File: config.mk
export PLATFORM = sky130hd
export DESIGN_NAME = seg_scan_capture
export DESIGN_NICKNAME = d
export VERILOG_FILES = /design/src/rtl/seg_pkg.sv /design/src/rtl/seg7_pattern_decode.sv /design/src/rtl/seg_scan_capture.sv
export SDC_FILE = /design/constraint.sdc
export NUM_CORES = 1
export LEC_CHECK = 0
export BUFFER_PORTS_ARGS = -buffer_cell sky130_fd_sc_hd__buf_2
export CORE_MARGIN = 2
export CORE_UTILIZATION = 63
export CTS_BUF_LIST = sky130_fd_sc_hd__clkbuf_16
export DETAILED_ROUTE_END_ITERATION = 16
export PLACE_DENSITY = 0.85
export SKIP_CTS_REPAIR_TIMING = 1
export SLEW_MARGIN = 10
export SYNTH_ARGS = -nofsm -noshare
export SYNTH_HDL_FRONTEND = slang
export SYNTH_SLANG_ARGS = --single-unit
File: constraint.sdc
create_clock -name clk -period 14.8 [get_ports clk]
set_input_delay 2.96 -clock clk [delete_from_list [all_inputs] [get_ports clk]]
set_output_delay 2.96 -clock clk [all_outputs]
set_load 0.02 [all_outputs]
File: src/rtl/seg_pkg.sv
// Shared 7-segment definitions: segment patterns (gfedcba, active-high)
// and the BCD code used for a blank digit. Display encoders use the same set.
package seg_pkg;

  localparam logic [6:0] SEG_0     = 7'h3F;
  localparam logic [6:0] SEG_1     = 7'h06;
  localparam logic [6:0] SEG_2     = 7'h5B;
  localparam logic [6:0] SEG_3     = 7'h4F;
  localparam logic [6:0] SEG_4     = 7'h66;
  localparam logic [6:0] SEG_5     = 7'h6D;
  localparam logic [6:0] SEG_6     = 7'h7D;
  localparam logic [6:0] SEG_7     = 7'h07;
  localparam logic [6:0] SEG_8     = 7'h7F;
  localparam logic [6:0] SEG_9     = 7'h6F;
  localparam logic [6:0] SEG_BLANK = 7'h00;

  localparam logic [3:0] BCD_BLANK = 4'hF;

  // Decoded digit: BCD code plus an illegal-pattern flag.
  typedef struct packed {
    logic [3:0] code;
    logic       err;
  } seg_decode_t;

endpackage

File: src/rtl/seg7_pattern_decode.sv
// Combinational 7-segment pattern to 8421 BCD decoder.
// Blank decodes to BCD_BLANK without error; unknown patterns decode to
// BCD_BLANK with err set.
module seg7_pattern_decode
  import seg_pkg::*;
(
  input  logic [6:0] pattern,
  output logic [3:0] code,
  output logic       err
);

  seg_decode_t dec;

  // Table lookup; default covers every unlisted pattern as illegal.
  always_comb begin
    dec.code = BCD_BLANK;
    dec.err  = 1'b1;
    case (pattern)
      SEG_0:     begin dec.code = 4'd0;      dec.err = 1'b0; end
      SEG_1:     begin dec.code = 4'd1;      dec.err = 1'b0; end
      SEG_2:     begin dec.code = 4'd2;      dec.err = 1'b0; end
      SEG_3:     begin dec.code = 4'd3;      dec.err = 1'b0; end
      SEG_4:     begin dec.code = 4'd4;      dec.err = 1'b0; end
      SEG_5:     begin dec.code = 4'd5;      dec.err = 1'b0; end
      SEG_6:     begin dec.code = 4'd6;      dec.err = 1'b0; end
      SEG_7:     begin dec.code = 4'd7;      dec.err = 1'b0; end
      SEG_8:     begin dec.code = 4'd8;      dec.err = 1'b0; end
      SEG_9:     begin dec.code = 4'd9;      dec.err = 1'b0; end
      SEG_BLANK: begin dec.code = BCD_BLANK; dec.err = 1'b0; end
      default:   begin dec.code = BCD_BLANK; dec.err = 1'b1; end
    endcase
  end

  assign code = dec.code;
  assign err  = dec.err;

endmodule

File: src/rtl/seg_scan_capture.sv
// Scanned 7-segment display capture: registers the SEG/CAT bus, filters each
// digit dwell for stability, decodes committed digits into a shadow frame and
// hands complete frames out with a valid/ack handshake and sticky overrun.
module seg_scan_capture
  import seg_pkg::*;
#(
  parameter int unsigned DIGITS        = 8,
  parameter int unsigned STABLE_CYCLES = 4
) (
  input  logic                  clk,
  input  logic                  rst,
  input  logic [8:0]            SEG,
  input  logic [DIGITS-1:0]     CAT,
  output logic [4*DIGITS-1:0]   BCD,
  output logic [DIGITS-1:0]     DigitErr,
  output logic                  FrameValid,
  input  logic                  FrameAck,
  output logic                  Overrun
);

  localparam int unsigned CNT_W  = (STABLE_CYCLES > 2) ? $clog2(STABLE_CYCLES) : 1;
  localparam int unsigned IDX_W  = (DIGITS > 1) ? $clog2(DIGITS) : 1;
  localparam int unsigned SELC_W = $clog2(DIGITS + 1);
  localparam logic [CNT_W-1:0] CNT_MAX = CNT_W'(STABLE_CYCLES - 1);

  // Input stage and previous-cycle copies
  logic [6:0]            seg_q, seg_d, seg_prev_q, seg_prev_d;
  logic [DIGITS-1:0]     cat_q, cat_d, cat_prev_q, cat_prev_d;

  // Stability filter
  logic [CNT_W-1:0]      cnt_q, cnt_d;
  logic                  committed_q, committed_d;
  logic                  commit;

  // Frame assembly and output registers
  logic [DIGITS-1:0]     seen_q, seen_d;
  logic [4*DIGITS-1:0]   shadow_bcd_q, shadow_bcd_d;
  logic [DIGITS-1:0]     shadow_err_q, shadow_err_d;
  logic [4*DIGITS-1:0]   bcd_q, bcd_d;
  logic [DIGITS-1:0]     err_q, err_d;
  logic                  valid_q, valid_d;
  logic                  overrun_q, overrun_d;

  // Select decode and pattern decode
  logic [SELC_W-1:0]     sel_cnt;
  logic [IDX_W-1:0]      sel_idx;
  logic                  sel_valid;
  logic                  same;
  logic [3:0]            dec_code;
  logic                  dec_err;
  logic                  unused_seg_hi;

  assign unused_seg_hi = ^SEG[8:7];

  // Next input-stage values: sample the bus, remember the previous sample.
  always_comb begin
    seg_d      = SEG[6:0];
    cat_d      = CAT;
    seg_prev_d = seg_q;
    cat_prev_d = cat_q;
  end

  // Input registers.
  always_ff @(posedge clk or posedge rst) begin
    if (rst) begin
      seg_q      <= '0;
      cat_q      <= '0;
      seg_prev_q <= '0;
      cat_prev_q <= '0;
    end else begin
      seg_q      <= seg_d;
      cat_q      <= cat_d;
      seg_prev_q <= seg_prev_d;
      cat_prev_q <= cat_prev_d;
    end
  end

  // Count active-low select bits and capture the selected index.
  always_comb begin
    sel_cnt = '0;
    sel_idx = '0;
    for (int unsigned i = 0; i < DIGITS; i++) begin
      if (!cat_q[i]) begin
        sel_cnt = sel_cnt + SELC_W'(1);
        sel_idx = IDX_W'(i);
      end
    end
  end

  assign sel_valid = (sel_cnt == SELC_W'(1));
  assign same      = (seg_q == seg_prev_q) && (cat_q == cat_prev_q);

  seg7_pattern_decode u_decode (
    .pattern (seg_q),
    .code    (dec_code),
    .err     (dec_err)
  );

  // Stability counter: commit fires on the cycle the counter reaches its
  // saturation value, so a dwell steady from edge E commits at E+STABLE_CYCLES.
  always_comb begin
    cnt_d       = cnt_q;
    committed_d = committed_q;
    commit      = 1'b0;
    if (!sel_valid || !same) begin
      cnt_d       = '0;
      committed_d = 1'b0;
    end else begin
      if (cnt_q != CNT_MAX) begin
        cnt_d = cnt_q + CNT_W'(1);
      end
      if ((cnt_d == CNT_MAX) && !committed_q) begin
        commit      = 1'b1;
        committed_d = 1'b1;
      end
    end
  end

  // Stability counter and committed flag registers.
  always_ff @(posedge clk or posedge rst) begin
    if (rst) begin
      cnt_q       <= '0;
      committed_q <= 1'b0;
    end else begin
      cnt_q       <= cnt_d;
      committed_q <= committed_d;
    end
  end

  // Frame completion and handshake first, then the digit commit; the output
  // copy uses the registered shadow, and a same-cycle commit lands in the
  // fresh seen mask.
  always_comb begin
    seen_d       = seen_q;
    shadow_bcd_d = shadow_bcd_q;
    shadow_err_d = shadow_err_q;
    bcd_d        = bcd_q;
    err_d        = err_q;
    valid_d      = valid_q;
    overrun_d    = overrun_q;

    if (&seen_q) begin
      seen_d = '0;
      if (!valid_q || FrameAck) begin
        bcd_d     = shadow_bcd_q;
        err_d     = shadow_err_q;
        valid_d   = 1'b1;
        overrun_d = 1'b0;
      end else begin
        overrun_d = 1'b1;
      end
    end else if (valid_q && FrameAck) begin
      valid_d   = 1'b0;
      overrun_d = 1'b0;
    end

    if (commit) begin
      shadow_bcd_d[4*int'(sel_idx) +: 4] = dec_code;
      shadow_err_d[sel_idx]              = dec_err;
      seen_d[sel_idx]                    = 1'b1;
    end
  end

  // Frame assembly and output registers.
  always_ff @(posedge clk or posedge rst) begin
    if (rst) begin
      seen_q       <= '0;
      shadow_bcd_q <= '0;
      shadow_err_q <= '0;
      bcd_q        <= '0;
      err_q        <= '0;
      valid_q      <= 1'b0;
      overrun_q    <= 1'b0;
    end else begin
      seen_q       <= seen_d;
      shadow_bcd_q <= shadow_bcd_d;
      shadow_err_q <= shadow_err_d;
      bcd_q        <= bcd_d;
      err_q        <= err_d;
      valid_q      <= valid_d;
      overrun_q    <= overrun_d;
    end
  end

  assign BCD        = bcd_q;
  assign DigitErr   = err_q;
  assign FrameValid = valid_q;
  assign Overrun    = overrun_q;

endmodule
**After elaboration in Yosys (flattened, before gate mapping)**

Cells that the tools add are included.

- $add $sub $neg: 9
- $mul: 0
- Div/mod/pow operators: 0
- $lt $le $gt $ge: 2
- Equality and inequality tests: 16
- Shift-type cells: 2
- Multiplexer cells: 34
- Bitwise gates (word level): 1
- Reductions and logical operators: 16

Operators by type and width:

| kind | number |
|---|---|
| case mux 5 bit (11 select lines) | 1 |
| equality test 7 bit (second input constant) | 7 |
| negator 5 -> 33 bit | 1 |
| variable shift 4 x 33 -> 32 bit (first input constant) | 1 |
| variable part select 4 x 33 -> 32 bit | 1 |
| bitwise mux 32 bit | 1 |
| adder 4 x 1 -> 4 bit (second input constant) | 7 |
| two-way mux 4 bit | 7 |
| two-way mux 3 bit | 6 |
| two-way mux 8 bit | 2 |
| equality test 7 x 3 -> 1 bit (second input constant) | 2 |
| two-way mux 1 bit | 12 |
| AND reduction 9 bit | 1 |
| bitwise mux 8 bit | 1 |
| equality test 8 bit | 1 |
| bitwise OR 8 bit | 1 |
| AND reduction 8 bit | 1 |
| equality test 7 x 6 -> 1 bit (second input constant) | 1 |
| equality test 7 bit | 1 |
| logical NOT 7 bit | 1 |
| two-way mux 2 bit | 3 |
| equality test 4 x 1 -> 1 bit (second input constant) | 1 |
| logical AND 1 bit | 4 |
| logical NOT 1 bit | 4 |
| other kinds (10) | 12 |

- Register bits after elaboration: 123
- Latch bits: 0
- RAM bits: 0
- Memory bits (read-only): 0
- Bits of input ports: 20
- Output and inout bits: 42
- Logic and storage cells: 93
- Memories: 0

**Depth between registers and ports, before layout**

- Depth after elaboration: 24
- Depth in mapped cells: 24
- Depth with buffers taken out: 23

**Hierarchy**

From an unflattened synthesis, not the netlist that was laid out.

- Cells, all modules: 462
- Area total of the unflattened synthesis: 5895.7 um^2

By module, submodules not included:

| module | instances | cells an instance | area each (um^2) |
|---|---|---|---|
| seg_scan_capture | 1 | 418 | 5576.6 |
| seg7_pattern_decode | 1 | 44 | 319.1 |

**Least setup slack after synthesis**

OpenSTA, ideal clock, no wires.

- Path kind: register to register
- From: reg cat_q[1], in the netlist cat_prev_d[1]
- To: reg shadow_bcd_q[16]
- Library setup time: 125 ps
- Data arrival time: 5063 ps
- Data required time: 14675 ps
- Path slack: 9612 ps
- Stages on the path, launching flop included: 24
- Buffers on the path: 1
- Clock period less this slack: 5188 ps
- Path through: dfrtp_1 > inv_1 > ha_1 > xnor2_2 > ha_1 > nor2_1 > a31oi_1 > ha_1 > nor2b_1 > a21o_1 > ha_1 > nor2b_1 > a221oi_1 > inv_1 > ha_1 > nor2_1 > a21oi_1 > ha_1 > nor2b_1 > o21ai_0 > mux2_2 > or4_1 > buf_2 > mux2_4

- Longest elaborated chain between the ends: 17
- Elaborated cells on any way between the ends: 31

Ends and longest elaborated chain:

| what | line | text |
|---|---|---|
| start: declaration | seg_scan_capture.sv:28 | `logic [DIGITS-1:0] cat_q, cat_d, cat_prev_q, cat_prev_d;` |
| start signal: assignment | seg_scan_capture.sv:72 | `cat_q <= cat_d;` |
| two-way mux 4 bit | seg_scan_capture.sv:83 | `if (!cat_q[i]) begin` |
| adder 4 x 1 -> 4 bit | seg_scan_capture.sv:84 | `sel_cnt = sel_cnt + SELC_W'(1);` |
| two-way mux 4 bit | seg_scan_capture.sv:83 |  |
| adder 4 x 1 -> 4 bit | seg_scan_capture.sv:84 |  |
| two-way mux 4 bit | seg_scan_capture.sv:83 |  |
| adder 4 x 1 -> 4 bit | seg_scan_capture.sv:84 |  |
| two-way mux 4 bit | seg_scan_capture.sv:83 |  |
| adder 4 x 1 -> 4 bit | seg_scan_capture.sv:84 |  |
| two-way mux 4 bit | seg_scan_capture.sv:83 |  |
| adder 4 x 1 -> 4 bit | seg_scan_capture.sv:84 |  |
| two-way mux 4 bit | seg_scan_capture.sv:83 |  |
| adder 4 x 1 -> 4 bit | seg_scan_capture.sv:84 |  |
| two-way mux 4 bit | seg_scan_capture.sv:83 |  |
| equality test 4 x 1 -> 1 bit | seg_scan_capture.sv:90 | `assign sel_valid = (sel_cnt == SELC_W'(1));` |
| logical NOT 1 bit | seg_scan_capture.sv:105 | `if (!sel_valid \|\| !same) begin` |
| logical OR 1 bit | seg_scan_capture.sv:105 |  |
| two-way mux 1 bit | seg_scan_capture.sv:105 |  |
| end signal: assignment | seg_scan_capture.sv:176 | `shadow_bcd_q <= shadow_bcd_d;` |
| end: declaration | seg_scan_capture.sv:37 | `logic [4*DIGITS-1:0] shadow_bcd_q, shadow_bcd_d;` |

Parallel ways exist; a longest one is shown, timed or not.
A chain may end at the register's enable or synchronous reset.

**Worst setup path in the final report**

- From: reg cat_q[1], in the netlist cat_prev_d[1]
- To: reg shadow_bcd_q[30]

Same word-level chain as after synthesis.

==> out/results.tsv <==
metric	value	unit
synthArstFlopShare	1.00	
setup_slack	8.77	ns
multi_input_area	2430	sq um
cts_buffers	17	
max_stage_delay	0.76	ns
tightest_slew	1.31	ns
track_usage	0.244	
syn_nets	484	
clock_latency	0.41	ns
crit_type	reg -> reg	
area.sequential	3080	sq um
slew_viol_final	0	
seq_area_frac_synth	0.543	
syn_area_per_cell	12.5	sq um
clk_path_buf_depth	2	
finalClockSkew	0.00757	ns
die_area	9780	sq um
post_route_cells_drive_above_1_share	0.361	
wirelength	11100	um
synthCells	453	
cts_tree	yes	
yosysWarnings	0	
die_height	98.9	um
ys_ff_latch	123	
cpMaxStageDelayCell	or4_1	
fillers	539	
holdWs	0.481	ns
status	completed	
cts_max_level	4	
wl_per_cell	17.6	um
rsz0062_at_grt	no	
cts.sinks	123	
drv_cap	0	
cts-root-buf	clkbuf_16	
initial_utilization	0.651	
io_buffers	59	
die_x	98.9	um
grt_pass1_wl	18600	um
netlist_area	5670	sq um
core_area	8720	sq um
max_freq	166	MHz
hpwl	7250	um
antenna_cells	0	
ys.flop_type	dfrtp_1	
start_kind	flip-flop	
firstDrtPassIters	6	
cp_top_family	adder cells	
finalHoldViolCount	0	
path_max_fanout	16	
cp_cell_sequence	inv_1, ha_1, xnor2_2, ha_1, nor2_1, a31oi_1, ha_1, nor2b_1, a21o_1, ha_1, nor2b_1, a221oi_1, inv_1, ha_1, nor2_1, a21oi_1, ha_1, a2111oi_4, o21ai_2, or4_1, mux2_4	
fp-row-count	34	
area_growth	16.7	%
path_common_cell	ha_1	
avgViaCountPerCell	5.93	
max-slew-margin-rel	0.121	
cp.arrival	6.32	ns
hold_path_class	reg -> reg	
drc	0	
io_pins	62	
vias	3740	
irDropWorstVdd	100	uV
synth_cell_types	53	
post-place-ws	8.83	ns
setup_viol	0	
drt_iter0_drc	267	
grt_max_degree	70	
p_leak	3.37	nW
synth_enable_flop_cells	0	
min_period_over_period	0.407	
tns	0	ns
nets	541	
cp-end-kind	flip-flop	
grt_pass1_vias	3743	
overflow	0	
antenna_found_initial	0	
path_clk_slew	0.05	ns
cp_data_required_time	15.09	ns
drtAntennaViolNets	0	
power.density	125	nW/um^2
fin_crit	6.03	ns
crit_buf_inv	2	
routabilityCongestion	0.873	
## routing by layer
layer,GRT usage,up-vias,wire length (um)
met5,0,-,0
met4,0.0969,0,163
met3,0.0511,22,565
met2,0.390,145,5590
met1,0.329,1872,4760
li1,-,1701,-
## synth_stat cells, types with 3 or more instances
cell type | n | area share
dfrtp_1 | 123 | 0.54
mux2_2 | 65 | 0.13
nor2_1 | 32 | 0.021
nand2_1 | 22 | 0.015
xnor2_1 | 20 | 0.031
inv_1 | 19 | 0.013
clkbuf_1 | 14 | 0.0093
mux2_4 | 12 | 0.032
nor3_1 | 12 | 0.011
ha_1 | 11 | 0.024
nand3_1 | 10 | 0.0088
a21o_1 | 9 | 0.012
nor2b_1 | 9 | 0.0099
nor4_1 | 9 | 0.0099
a21oi_1 | 8 | 0.0071
buf_2 | 6 | 0.0053
mux2i_1 | 5 | 0.0088
nand3b_1 | 5 | 0.0066
nand4_1 | 5 | 0.0055
nand2b_1 | 4 | 0.0044
o21a_1 | 4 | 0.0053
o21ai_0 | 4 | 0.0035
or2_2 | 4 | 0.0044
or4_1 | 4 | 0.0053
xnor2_2 | 3 | 0.0086
xor2_1 | 3 | 0.0046
## metrics by stage
stage	power, mW	std cells	utilization	area (sq um)
finish	0.825	631	0.759	6620
CTS	0.828	630	0.757	6600
global placement	0.428	598	0.690	6020
global route	0.855	631	0.759	6620
detailed placement	0.433	598	0.690	6020
floorplan	0.416	453	-	5670
## flip-flops by register name (all words and copies together) (netlist names)
register,flops
seg_prev_q,7
cnt_q,2
seg_prev_d,7
cat_prev_q,8
seen_q,8
committed_q,1
Overrun,1
BCD,32
cat_prev_d,8
shadow_err_q,8
shadow_bcd_q,32
DigitErr,8
FrameValid,1
## layout by cell type, fill, tap and decap left out, types with 2 or more instances in the layout
cell / synthesis / layout
a21o_1: 9 / 9
a21oi_1: 8 / 7
a31oi_1: 2 / 2
buf_2: 6 / 59
bufinv_16: 0 / 2
clkbuf_16: 0 / 17
clkinv_2: 0 / 3
clkinv_4: 0 / 5
clkinvlp_4: 0 / 4
dfrtp_1: 123 / 123
ha_1: 11 / 11
inv_1: 19 / 18
mux2_2: 65 / 65
mux2_4: 12 / 12
mux2i_1: 5 / 5
nand2_1: 22 / 22
nand2b_1: 4 / 4
nand3_1: 10 / 10
nand3b_1: 5 / 5
nand4_1: 5 / 5
nor2_1: 32 / 32
nor2b_1: 9 / 9
nor3_1: 12 / 12
nor4_1: 9 / 9
nor4_2: 2 / 2
nor4_4: 2 / 2
o21a_1: 4 / 4
o21ai_0: 4 / 4
o32a_1: 2 / 2
or2_2: 4 / 4
or4_1: 4 / 4
xnor2_1: 20 / 20
xnor2_2: 3 / 3
xor2_1: 3 / 3
## area by class of cell
class,instances,area share
clock buffer,17,0.0643
timing repair buffer,61,0.0488
inverter,19,0.0112
clock inverter,15,0.0231
sequential,123,0.465
multi-input combinational,288,0.367
tap,108,0.0204
## final timing paths
path,to,cells past startpoint,start,slack (ns)
max,shadow_bcd_q[30],21,cat_prev_d[1],8.77
min,cat_prev_q[0],0,cat_prev_d[0],0.48
max reg2reg,shadow_bcd_q[30],21,cat_prev_d[1],8.77
min reg2reg,cat_prev_q[0],0,cat_prev_d[0],0.48
max in group asynchronous,shadow_err_q[2],3,rst,10.89
min in group asynchronous,shadow_bcd_q[12],2,rst,2.64
## cells by family after synthesis
family	after synthesis	synth area share
mux	82	0.170
simple gates	127	0.126
buf+inv	42	0.0311
fa+ha+maj	11	0.0243
xor+xnor	29	0.0551
compound gates	39	0.0512
flops	123	0.543
## where the power goes
part | switching (mW) | total [mW] | leakage (nW) | internal, mW
Combinational | 0.0481 | 0.0802 | 1.45 | 0.0321
Clock | 0.150 | 0.397 | 0.272 | 0.247
Sequential | 0.00726 | 0.348 | 1.65 | 0.341
Total | 0.205 | 0.825 | 3.37 | 0.620
No activity file was read; power rests on OpenSTA's default activity.
